<file path="src/rtl/tt_test_chk_pkg.sv">
// Shared encodings and helpers for the tt_um_test_chk output checker.
// Imported by the increment tracker and by the checker top.
package tt_test_chk_pkg;

  localparam logic [1:0] ST_IDLE = 2'd0;
  localparam logic [1:0] ST_ACQ  = 2'd1;
  localparam logic [1:0] ST_LOCK = 2'd2;

  localparam logic [7:0] OE_ALL  = 8'hFF;
  localparam logic [7:0] OE_NONE = 8'h00;

  // Expected successor of a counter sample; wraps modulo 256.
  function automatic logic [7:0] next_count(input logic [7:0] v);
    return v + 8'd1;
  endfunction

endpackage

</file>
<file path="src/rtl/tt_test_chk_seq.sv">
// Count-stream tracker: remembers the previous uo sample, validity flag and
// good-increment run length, and compares the current sample to prev+1.
module tt_test_chk_seq
  import tt_test_chk_pkg::*;
(
  input  logic       clk,
  input  logic       rst_n,
  input  logic       clear,
  input  logic       track,
  input  logic       run_inc,
  input  logic       run_clr,
  input  logic [7:0] uo_mon,
  output logic       inc_ok,
  output logic       inc_bad,
  output logic       wrap,
  output logic [3:0] run
);

  logic [7:0] prev;
  logic       pv;

  // Increment comparison is only meaningful once prev holds a real sample.
  always_comb begin
    inc_ok  = pv && (uo_mon == next_count(prev));
    inc_bad = pv && !inc_ok;
    wrap    = inc_ok && (prev == 8'hFF);
  end

  // prev/pv/run tracking; clear wins so an idle checker never carries a stale sample.
  always_ff @(posedge clk or negedge rst_n) begin
    if (!rst_n) begin
      prev <= 8'h00;
      pv   <= 1'b0;
      run  <= 4'd0;
    end else if (clear) begin
      pv  <= 1'b0;
      run <= 4'd0;
    end else begin
      if (track) begin
        prev <= uo_mon;
        pv   <= 1'b1;
      end
      if (run_clr) begin
        run <= 4'd0;
      end else if (run_inc) begin
        run <= run + 4'd1;
      end
    end
  end

endmodule

</file>
<file path="config.mk">
export PLATFORM = sky130hd
export DESIGN_NAME = tt_test_chk_seq
export DESIGN_NICKNAME = d
export VERILOG_FILES = /design/src/rtl/tt_test_chk_pkg.sv /design/src/rtl/tt_test_chk_seq.sv
export SDC_FILE = /design/constraint.sdc
export NUM_CORES = 1
export LEC_CHECK = 0
export BUFFER_PORTS_ARGS = -buffer_cell sky130_fd_sc_hd__buf_2
export CORE_UTILIZATION = 35
export DETAILED_ROUTE_END_ITERATION = 6
export PLACE_DENSITY_LB_ADDON = 0.15
export SYNTH_ARGS = -nofsm -noshare
export SYNTH_HDL_FRONTEND = slang
export SYNTH_SLANG_ARGS = --single-unit
</file>
<file path="constraint.sdc">
create_clock -name clk -period 6 [get_ports clk]
set_clock_uncertainty 0.2 [all_clocks]
set_input_delay 1.2 -clock clk [delete_from_list [all_inputs] [get_ports clk]]
set_output_delay 1.2 -clock clk [all_outputs]
set_load 0.005 [all_outputs]
</file>
== Word-level counts from Yosys, hierarchy flattened ==
Index checks and enable logic that the tools add are counted.

* Register bits after elaboration: 13

* $add $sub $neg: 2
* Equality and inequality tests: 2
* Muxes and demuxes: 5
* Bitwise gates (word level): 1
* Reductions and logical operators: 7

{| class="wikitable"
|+ Operators with widths
! cell !! count
|-
| 4-bit 2-to-1 mux || 3
|-
| 8-bit by 1-bit adder with 8-bit output (second input constant) || 1
|-
| 8-bit equality test || 1
|-
| 8-bit equality test (second input constant) || 1
|-
| 4-bit by 1-bit adder with 4-bit output (second input constant) || 1
|-
| 1-bit logical AND || 3
|-
| 3-bit nonzero test || 1
|-
| 1-bit 2-to-1 mux || 2
|-
| 2-bit AND reduction || 1
|-
| 2-bit nonzero test || 1
|-
| 1-bit logical NOT || 1
|-
| 1-bit inverter || 1
|}

== Depth between registers and ports, before layout ==
Gate-level depths: netlist of the first run.

* Word-level depth: 5
* Mapped depth: 6
* Depth with buffers taken out: 6

== Worst setup path before layout of the first run ==
OpenSTA, ideal clock, no wires.

* Path kind: input-to-output
* Start: input uo_mon[2]
* End: output wrap
* Arrival time: 2215 ps
* Setup slack: 2385 ps
* Stages: 5
* Path buffers: 0
* Cell sequence: nor2b_1 -> or3_1 -> a31oi_1 -> nand4_1 -> nor4_2

* Longest elaborated chain between the ends: 3

{| class="wikitable"
|+ RTL lines
! element !! line !! source
|-
| start: declaration || tt_test_chk_seq.sv:12 || <nowiki>input logic [7:0] uo_mon,</nowiki>
|-
| 8-bit equality test || tt_test_chk_seq.sv:24 || <nowiki>inc_ok = pv && (uo_mon == next_count(prev));</nowiki>
|-
| 1-bit logical AND || tt_test_chk_seq.sv:24 ||
|-
| 1-bit logical AND || tt_test_chk_seq.sv:26 || <nowiki>wrap = inc_ok && (prev == 8'hFF);</nowiki>
|-
| end: declaration || tt_test_chk_seq.sv:15 || <nowiki>output logic wrap,</nowiki>
|}

No other way between the ends.

== Final worst setup path of the first run ==
Ends and elaborated chain as after synthesis.

==> results of run 1 <==
-- final cells by class --
type                       instances  area, um^2
clock buffer                       4        26.3
multi-input combinational         60         474
sequential                        13         325
fill                             221        1230
tap                               28        35.0
timing repair buffer              20         100
inverter                           1        3.75
-- sequential cells by signal, summed over array words and instances, names as in the netlist --
name / count
prev: 8
pv: 1
run: 4
-- cells by family after synthesis --
kind of cell / Yosys count
buffers and inverters: 2
DFF: 13
muxes: 9
AOI/OAI and AO/OA: 9
and+or+nand+nor: 28
xor gates and xnor gates: 12
adders and majority gates: 2
-- final timing paths --
| check | start | end | cells past startpoint |
|---|---|---|---|
| worst max register to register | run[0]$_DFFE_PN0P_ | run[2]$_DFFE_PN0P_ | 4 |
| worst max-delay path | uo_mon[2] | wrap | 7 |
| worst min register to register | pv$_DFFE_PN0P_ | pv$_DFFE_PN0P_ | 2 |
| min in group asynchronous | rst_n | prev[7]$_DFFE_PN0P_ | 1 |
| worst min-delay path | pv$_DFFE_PN0P_ | pv$_DFFE_PN0P_ | 2 |
| max in group asynchronous | rst_n | prev[4]$_DFFE_PN0P_ | 1 |
-- routing by layer --
metal | global-route usage | vias to the layer above | wire (um)
li1 | - | 324 | -
met1 | 0.166 | 312 | 686
met2 | 0.233 | 11 | 772
met3 | 0.0247 | 2 | 54
met4 | 0.100 | 0 | 21
met5 | 0 | - | 0
-- worst min-delay path: cells and delay by family (launching register included) --
| kind | cells | cell delay, ps |
|---|---|---|
| flops | 1 | 390 |
| simple gates | 2 | 130 |
-- power groups by stage --
stage                     Combinational, W  Sequential [W]  Clock [W]
after global routing             0.0000656        0.000111  0.0000589
after detailed placement         0.0000587        0.000111          0
after floorplan                  0.0000435        0.000108          0
final                            0.0000582        0.000109  0.0000521
after CTS                        0.0000589        0.000109  0.0000553
after global placement           0.0000576        0.000111          0
-- per-stage QoR --
step	std cells	cell area [um^2]
after floorplan	75	807
after global placement	122	938
after detailed placement	122	938
after CTS	126	965
after global routing	126	965
final	126	965
-- cell usage in the layout, fill, tap and decap left out, drive strengths merged, types with 4 or more instances in the layout --
cell    count
buf        20
dfrtp      13
mux2        8
xnor2       8
xor2        4
nor2        4
nor3        4
clkbuf      4
==> flow_summary.yaml, run 1 <==
outcome:
  outcome: "complete, no violations"
setup_path:
  r2r_slack_ps: 4770
  path_delay_family: "simple AND/OR/NAND/NOR gates"
  crit_chain: "buf_2, nor2b_1, or3_1, a31oi_1, nand4_1, nor4_2, buf_2"
  critPathMaxFanout: 5
  slowest_stage: "or3_1"
  start_kind: "input port"
  crit_type: "in2out"
  path_buf_inv: 2
  slowest_delay_ps: 310
  cp.arrival_ps: 2570
  cpMostUsedCell: "buf_2"
  endpoint_kind: "output port"
  critPathRequiredTime_ps: 4600
grt:
  gr-total-overflow: 0
  grt_pass1_wl_um: 2640
  grt_pass1_vias: 634
  antenna_found_initial: 0
  grt_max_degree: 14
  grt_use_total: 0.143
clock_tree:
  cts.path.max_buffers: 2
  cts_setup_buffers: 0
  holdBufCountCts: 0
  path_clk_slew_ps: 80
  worstSkewPairLatency_ps: 270
  cts_resized: 0
  root_buffer: "clkbuf_4"
  cts_made_buffers: 3
  cts.sinks: 13
  ctsHtreeMaxLevel: 1
  cts_tree: "yes"
placed_design:
  globalplace.congestion: 0.728
  io_buffers: 20
  post-dp-hpwl_um: 1200
  dpl_worst_slack_ps: 2020
sta:
  setup_tns_ps: 0
  grt_setup_unrepaired: "no"
  slew_headroom: 0.548
  fin_crit_sh: 0.662
  slew_violations: 0
  hold_slack_ps: 357
  layout_setup_ws_ps: 2030
  hold_viol: 0
  finalWorstPathRequiredPeriod_ps: 3970
  setup_violations: 0
  tightestPinTransition_ps: 677
  fmaxAchievable_mhz: 252
floorplan:
  start_util: 0.368
  die_h_um: 50.0
  row_count: 17
  core_um2: 2190
  die-area_um2: 2500
  dieWidth_um: 50.0
  io_pins: 21
synthesis:
  synth_top_family_by_area: "simple AND/OR/NAND/NOR gates"
  synth_compound_area_frac: 0.0853
  synth-simple-area-share: 0.208
  postSynthNetCount: 91
  yosysSeqAreaShare: 0.403
  synth_cell_types: 29
  yosys.area_share.xor_xnor: 0.140
  synth-main-ff-cell: "dfrtp_1"
  ys_ff_latch: 13
  synthMuxAreaShare: 0.124
  avgSynthCellArea_um2: 10.8
  synth_async_sr_flop_share: 1.00
  synthTopCellsByArea: "dfrtp_1, mux2_2, xnor2_1, xor2_1, ha_1"
  syn_inst: 75
  yosysWarnings: 0
  syn_area_um2: 807
  synth_fa_ha_area_frac: 0.0310
  yosysMostFrequentCell: "dfrtp_1"
  synth_top_cell_by_area: "dfrtp_1"
  synth_top_area_frac: 0.403
  synth_edf_count: 0
  synth_common_cells: "dfrtp_1, mux2_2, xnor2_1"
power:
  p_switching_w: 0.0000657
  p_comb_frac: 0.265
  p_total_w: 0.000219
  clock_power_share: 0.237
  vdd_drop_max_v: 0.000124
  p_sw_frac: 0.299
  power_density_nw_per_um2: 228
  power_leakage_nw: 0.420
  seq_power_share: 0.498
  internal_power_w: 0.000154
drt:
  wl_um: 1540
  first_iter_violations: 2
  firstDrtPassIters: 4
  ant_nets: 0
  drc: 0
  post_drt_wl_per_cell_um: 12.2
  routed_via_density: 5.15
  vias: 649
final_layout:
  drive_gt1_frac: 0.357
  area.growth.synth_to_final_pct: 19.5
  utilization: 0.440
  diodes: 0
  nets: 115
worst_hold_path:
  hold_class: "reg2reg"
flow_run:
  maxCapViolCount: 0
(Power assumes the default switching activity.)
==> run 2, diff against run 1 <==
--- a/config.mk
+++ b/config.mk
@@ -5,6 +5,7 @@
 export SDC_FILE = /design/constraint.sdc
 export NUM_CORES = 1
 export LEC_CHECK = 0
+export ABC_AREA = 1
 export BUFFER_PORTS_ARGS = -buffer_cell sky130_fd_sc_hd__buf_2
 export CORE_UTILIZATION = 35
 export DETAILED_ROUTE_END_ITERATION = 6
==> constraint.sdc (replaced) <==
create_clock -name clk -period 3.4 [get_ports clk]
set_clock_uncertainty 0.2 [all_clocks]
set_input_delay 0.68 -clock clk [delete_from_list [all_inputs] [get_ports clk]]
set_output_delay 0.68 -clock clk [all_outputs]
set_load 0.005 [all_outputs]
==> flow_summary.yaml, run 2 <==
placed_design:
  post-dp-hpwl_um: 1410
  globalplace.congestion: 0.794
  io_buffers: 20
  dpl_worst_slack_ps: 949
final_layout:
  largest_registers: "prev (8), run (4), pv (1)"
  regMostFlops: "prev"
  multi_input_area_um2: 488
  largest_reg_flops: 8
  diodes: 0
  drive_gt1_frac: 0.237
  area.growth.synth_to_final_pct: 17.9
  final_common_cell: "nand2_1"
  fillers: 266
  seqCellArea_um2: 325
  layout_common_cells: "nand2_1, inv_1, buf_2"
  nets: 173
synthesis:
  synth_edf_count: 0
  postSynthNetCount: 149
  synth_top_cell_by_area: "dfrtp_1"
  synth-main-ff-cell: "dfrtp_1"
  syn_area_um2: 903
  synth_top_area_frac: 0.360
  synth_cell_types: 20
  yosysSeqAreaShare: 0.360
  ys_ff_latch: 13
  yosysMostFrequentCell: "nand2_1"
  synth_async_sr_flop_share: 1.00
  synthTopCellsByArea: "dfrtp_1, nand2_1, inv_1, nand3_1, o21ai_1"
  synth_common_cells: "nand2_1, inv_1, dfrtp_1"
  syn_inst: 133
  yosysWarnings: 0
  avgSynthCellArea_um2: 6.79
power:
  p_sw_frac: 0.340
  internal_power_w: 0.000251
  clock_power_share: 0.256
  p_comb_frac: 0.248
  vdd_drop_max_v: 0.000231
  power_leakage_nw: 0.601
  p_switching_w: 0.000129
  power_density_nw_per_um2: 357
  seq_power_share: 0.495
floorplan:
  io_pins: 21
  start_util: 0.368
  row_count: 18
  die_h_um: 52.8
  dieWidth_um: 52.8
  core_um2: 2450
  die-area_um2: 2790
drt:
  wl_um: 1770
  first_iter_violations: 8
  vias: 846
  drc: 0
  ant_nets: 0
  routed_via_density: 4.55
  post_drt_wl_per_cell_um: 9.51
  firstDrtPassIters: 4
setup_path:
  endpoint_kind: "output port"
  start_kind: "flop"
  r2r_slack_ps: 2230
  crit_chain: "ha_1, inv_1, nand2_1, nand2_1, nor2_1, nand3_2, nor2_2, nand4_2, nor2_2, buf_2"
  slowest_stage: "dfrtp_1"
  cp.arrival_ps: 1810
  slowest_delay_ps: 440
  crit_type: "reg2out"
  critPathMaxFanout: 5
  critPathRequiredTime_ps: 2520
grt:
  antenna_found_initial: 0
  grt_pass1_wl_um: 3190
  grt_max_degree: 17
  grt_use_total: 0.161
  gr-total-overflow: 0
  grt_pass1_vias: 760
sta:
  fmaxAchievable_mhz: 372
  grt_setup_unrepaired: "no"
  hold_slack_ps: 77.9
  setup_tns_ps: 0
  slew_headroom: 0.647
  setup_violations: 0
  tightestPinTransition_ps: 529
  finalWorstPathRequiredPeriod_ps: 2690
  layout_setup_ws_ps: 708
  fin_crit_sh: 0.792
  slew_violations: 0
  hold_viol: 0
flow_run:
  maxCapViolCount: 0
clock_tree:
  path_clk_slew_ps: 90
  holdBufCountCts: 0
  cts_resized: 0
  cts.path.max_buffers: 2
  root_buffer: "clkbuf_4"
  cts_made_buffers: 3
  ctsHtreeMaxLevel: 1
  cts.sinks: 13
  worstSkewPairLatency_ps: 280
  cts_setup_buffers: 0
  cts_tree: "yes"
outcome:
  outcome: "complete, no violations"
worst_hold_path:
  hold_class: "in2async"
## run 2: path summary, 6_finish.rpt
path,from,cells past startpoint,endpoint
min in group clk,pv$_DFFE_PN0P_,2,pv$_DFFE_PN0P_
max in group asynchronous,rst_n,1,prev[6]$_DFFE_PN0P_
worst min register to register,pv$_DFFE_PN0P_,2,pv$_DFFE_PN0P_
worst min-delay path,rst_n,1,prev[0]$_DFFE_PN0P_
worst max-delay path,prev[0]$_DFFE_PN0P_,10,wrap
worst max register to register,run[0]$_DFFE_PN0P_,3,run[1]$_DFFE_PN0P_
## run 2: per-layer routing
layer	vias to the layer above	wire length, um	GRT usage
met4	0	17	0.0526
met5	-	0	0
li1	456	-	-
met3	2	103	0.0580
met1	370	817	0.180
met2	18	829	0.278
## run 2: area by class of cell
| type | instances | area share |
|---|---|---|
| multi-input cells | 96 | 0.458 |
| flip-flops and latches | 13 | 0.306 |
| repair buffers | 20 | 0.0940 |
| inverters | 23 | 0.0811 |
| well taps | 30 | 0.0353 |
| clock buffers | 3 | 0.0212 |
| clock inverters | 1 | 0.00470 |
## run 2: metrics by stage
stage                     total power [W]   util  area, um^2  instances
final                            0.000380  0.434        1060        186
after detailed placement         0.000287  0.423        1040        182
after global placement           0.000284  0.423        1040        182
after floorplan                  0.000257      -         903        133
after CTS                        0.000386  0.434        1060        186
after global routing             0.000414  0.434        1060        186
## run 2: power groups by stage
| stage | Sequential, W | Clock (W) | Combinational [W] |
|---|---|---|---|
| 2_1_floorplan | 0.000187 | 0 | 0.0000703 |
| 3_3_place_gp | 0.000191 | 0 | 0.0000934 |
| 3_5_place_dp | 0.000191 | 0 | 0.0000962 |
| 4_1_cts | 0.000188 | 0.000101 | 0.0000962 |
| 5_1_grt | 0.000191 | 0.000112 | 0.000110 |
| 6_report | 0.000188 | 0.0000975 | 0.0000945 |
## run 2: logic make-up (layout without fill, tap and decap cells)
family	after synthesis	in the layout	synth area share
simple gates	77	77	0.392
xor+xnor	4	4	0.0388
compound gates	12	12	0.0693
buf+inv	24	47	0.0997
fa+ha+maj	2	2	0.0277
mux	1	1	0.0125
flops	13	13	0.360
## run 2: critical path, delay by kind of cell (launching register included)
family / cells / cell delay, ps
simple gates: 7 / 630
flops: 1 / 440
buf+inv: 2 / 150
fa+ha+maj: 1 / 320
==> run 3, diff against run 2 <==
==> constraint.sdc (replaced) <==
create_clock -name clk -period 2.2 [get_ports clk]
set_clock_uncertainty 0.2 [all_clocks]
set_input_delay 0.44 -clock clk [delete_from_list [all_inputs] [get_ports clk]]
set_output_delay 0.44 -clock clk [all_outputs]
set_load 0.005 [all_outputs]
==> flow_summary.yaml, run 3 (synthesized netlist as in run 2, its figures left out) <==
setup_path:
  endpoint_kind: "output port"
  r2r_slack_ps: 1030
  start_kind: "flop"
  crit_chain: "ha_4, inv_2, nand2_1, nand2_1, nor2_2, nand3_2, nor2_4, nand4_2, nor2_2, buf_2"
  crit_type: "reg2out"
  path_delay_family: "simple AND/OR/NAND/NOR gates"
  r2r-end: "run[1]$_DFFE_PN0P_"
  critPathRequiredTime_ps: 1560
  critPathMaxFanout: 2
  slowest_stage: "dfrtp_1"
  reg2reg_depth: 3
  slowest_delay_ps: 420
  path_buf_inv: 2
  rr_startpoint: "run[0]$_DFFE_PN0P_"
  cp.arrival_ps: 1680
drt:
  ant_nets: 0
  firstDrtPassIters: 4
  routed_via_density: 4.75
  first_iter_violations: 16
  post_drt_wl_per_cell_um: 10.4
  wl_um: 1970
  drc: 0
  vias: 903
sta:
  hold_slack_ps: 183
  slew_headroom: 0.791
  finalWorstPathRequiredPeriod_ps: 2320
  fmaxAchievable_mhz: 430
  setup_violations: 3
  layout_setup_ws_ps: -124
  setup_tns_ps: -322
  tightestPinTransition_ps: 314
  slew_violations: 0
  hold_viol: 0
  grt_setup_unrepaired: "yes"
  fin_crit_sh: 1.06
power:
  p_sw_frac: 0.354
  seq_power_share: 0.466
  p_comb_frac: 0.284
  internal_power_w: 0.000404
  vdd_drop_max_v: 0.000318
  p_switching_w: 0.000221
  power_density_nw_per_um2: 550
  power_leakage_nw: 0.617
  clock_power_share: 0.250
floorplan:
  core_um2: 2450
  die_h_um: 52.8
  dieWidth_um: 52.8
  io_pins: 21
  row_count: 18
  start_util: 0.368
  die-area_um2: 2790
worst_hold_path:
  hold_depth: 4
  holdCritStartpoint: "run_clr"
  hold_class: "in2reg"
  holdPathEnd: "run[2]$_DFFE_PN0P_"
grt:
  grt_pass1_wl_um: 3570
  grt_max_degree: 14
  grt_pass1_vias: 870
  grt_use_total: 0.178
  gr-total-overflow: 0
  antenna_found_initial: 0
final_layout:
  largest_registers: "prev (8), run (4), pv (1)"
  area.growth.synth_to_final_pct: 25.6
  diodes: 0
  final_common_cell: "nand2_1"
  largest_reg_flops: 8
  drive_gt1_frac: 0.288
  nets: 177
  regMostFlops: "prev"
  layout_common_cells: "nand2_1, buf_2, inv_1"
placed_design:
  globalplace.congestion: 0.761
  io_buffers: 20
  post-dp-hpwl_um: 1550
clock_tree:
  cts.sinks: 13
  worstSkewPairLatency_ps: 280
  root_buffer: "clkbuf_4"
  cts_made_buffers: 3
  cts_tree: "yes"
  cts.path.max_buffers: 2
  ctsHtreeMaxLevel: 1
  path_clk_slew_ps: 90
outcome:
  violations: "negative setup slack"
  outcome: "finished, violations left"
flow_run:
  maxCapViolCount: 0
[run 3: cell count changes in the layout (fill, tap and decap cells not counted), moves of 2 or more]
cell    change
buf_4       +3
nor2_4      +2
inv_1       -2
inv_2       +2
nor2_1      -2
[run 3: timing repair]
action	4_1_cts	5_1_grt
resized for setup	1	8
hold endpoints to repair	13	0
endpoints found under the setup margin	3	3
hold buffers	1	0
pin swaps	3	2
buffers inserted	1	0
[run 3: metrics by stage]
step                      area [um^2]  power [W]  cells  setup WS, ps   util
after detailed placement         1050   0.000451    184          91.0  0.429
final                            1130   0.000625    190          -124  0.462
after floorplan                   903   0.000397    133           252      -
after global routing             1130   0.000680    190          -267  0.462
after CTS                        1100   0.000619    190          -193  0.448
after global placement           1050   0.000444    184           139  0.429
[run 3: final cells by class]
type                       instances  area, um^2
fill                             268        1320
timing repair buffer              24         133
inverter                          23        86.3
sequential                        13         325
clock inverter                     1        5.00
clock buffer                       3        22.5
tap                               30        37.5
multi-input combinational         96         526
[run 3: routing by layer]
metal,vias up,share of wire,track usage
met2,19,0.49,0.310
met1,414,0.44,0.199
met5,-,0,0
li1,468,-,-
met3,2,0.059,0.0580
met4,0,0.0086,0.0658
[run 3: worst reg2reg max path, cell delays in order, from the launching register on]
cell,delay [ps]
dfrtp_1,430
ha_1,300
nand2_1,50
a21oi_1,130
[run 3: worst max-delay path by stage]
stage,startpoint,to,slack [ps],depth (start not counted)
floorplan,prev[0]$_DFFE_PN0P_,wrap,250,9
global placement,prev[1]$_DFFE_PN0P_,wrap,140,10
detailed placement,prev[1]$_DFFE_PN0P_,wrap,90,10
CTS,prev[0]$_DFFE_PN0P_,wrap,-190,10
global route,prev[0]$_DFFE_PN0P_,inc_bad,-270,11
finish,prev[0]$_DFFE_PN0P_,wrap,-120,10
[run 3: power by group through the flow]
stage | Sequential [W] | Clock, W | Combinational (W)
2_1_floorplan | 0.000289 | 0 | 0.000109
3_5_place_dp | 0.000294 | 0 | 0.000156
5_1_grt | 0.000295 | 0.000179 | 0.000205
3_3_place_gp | 0.000293 | 0 | 0.000151
4_1_cts | 0.000288 | 0.000166 | 0.000164
6_report | 0.000291 | 0.000156 | 0.000178
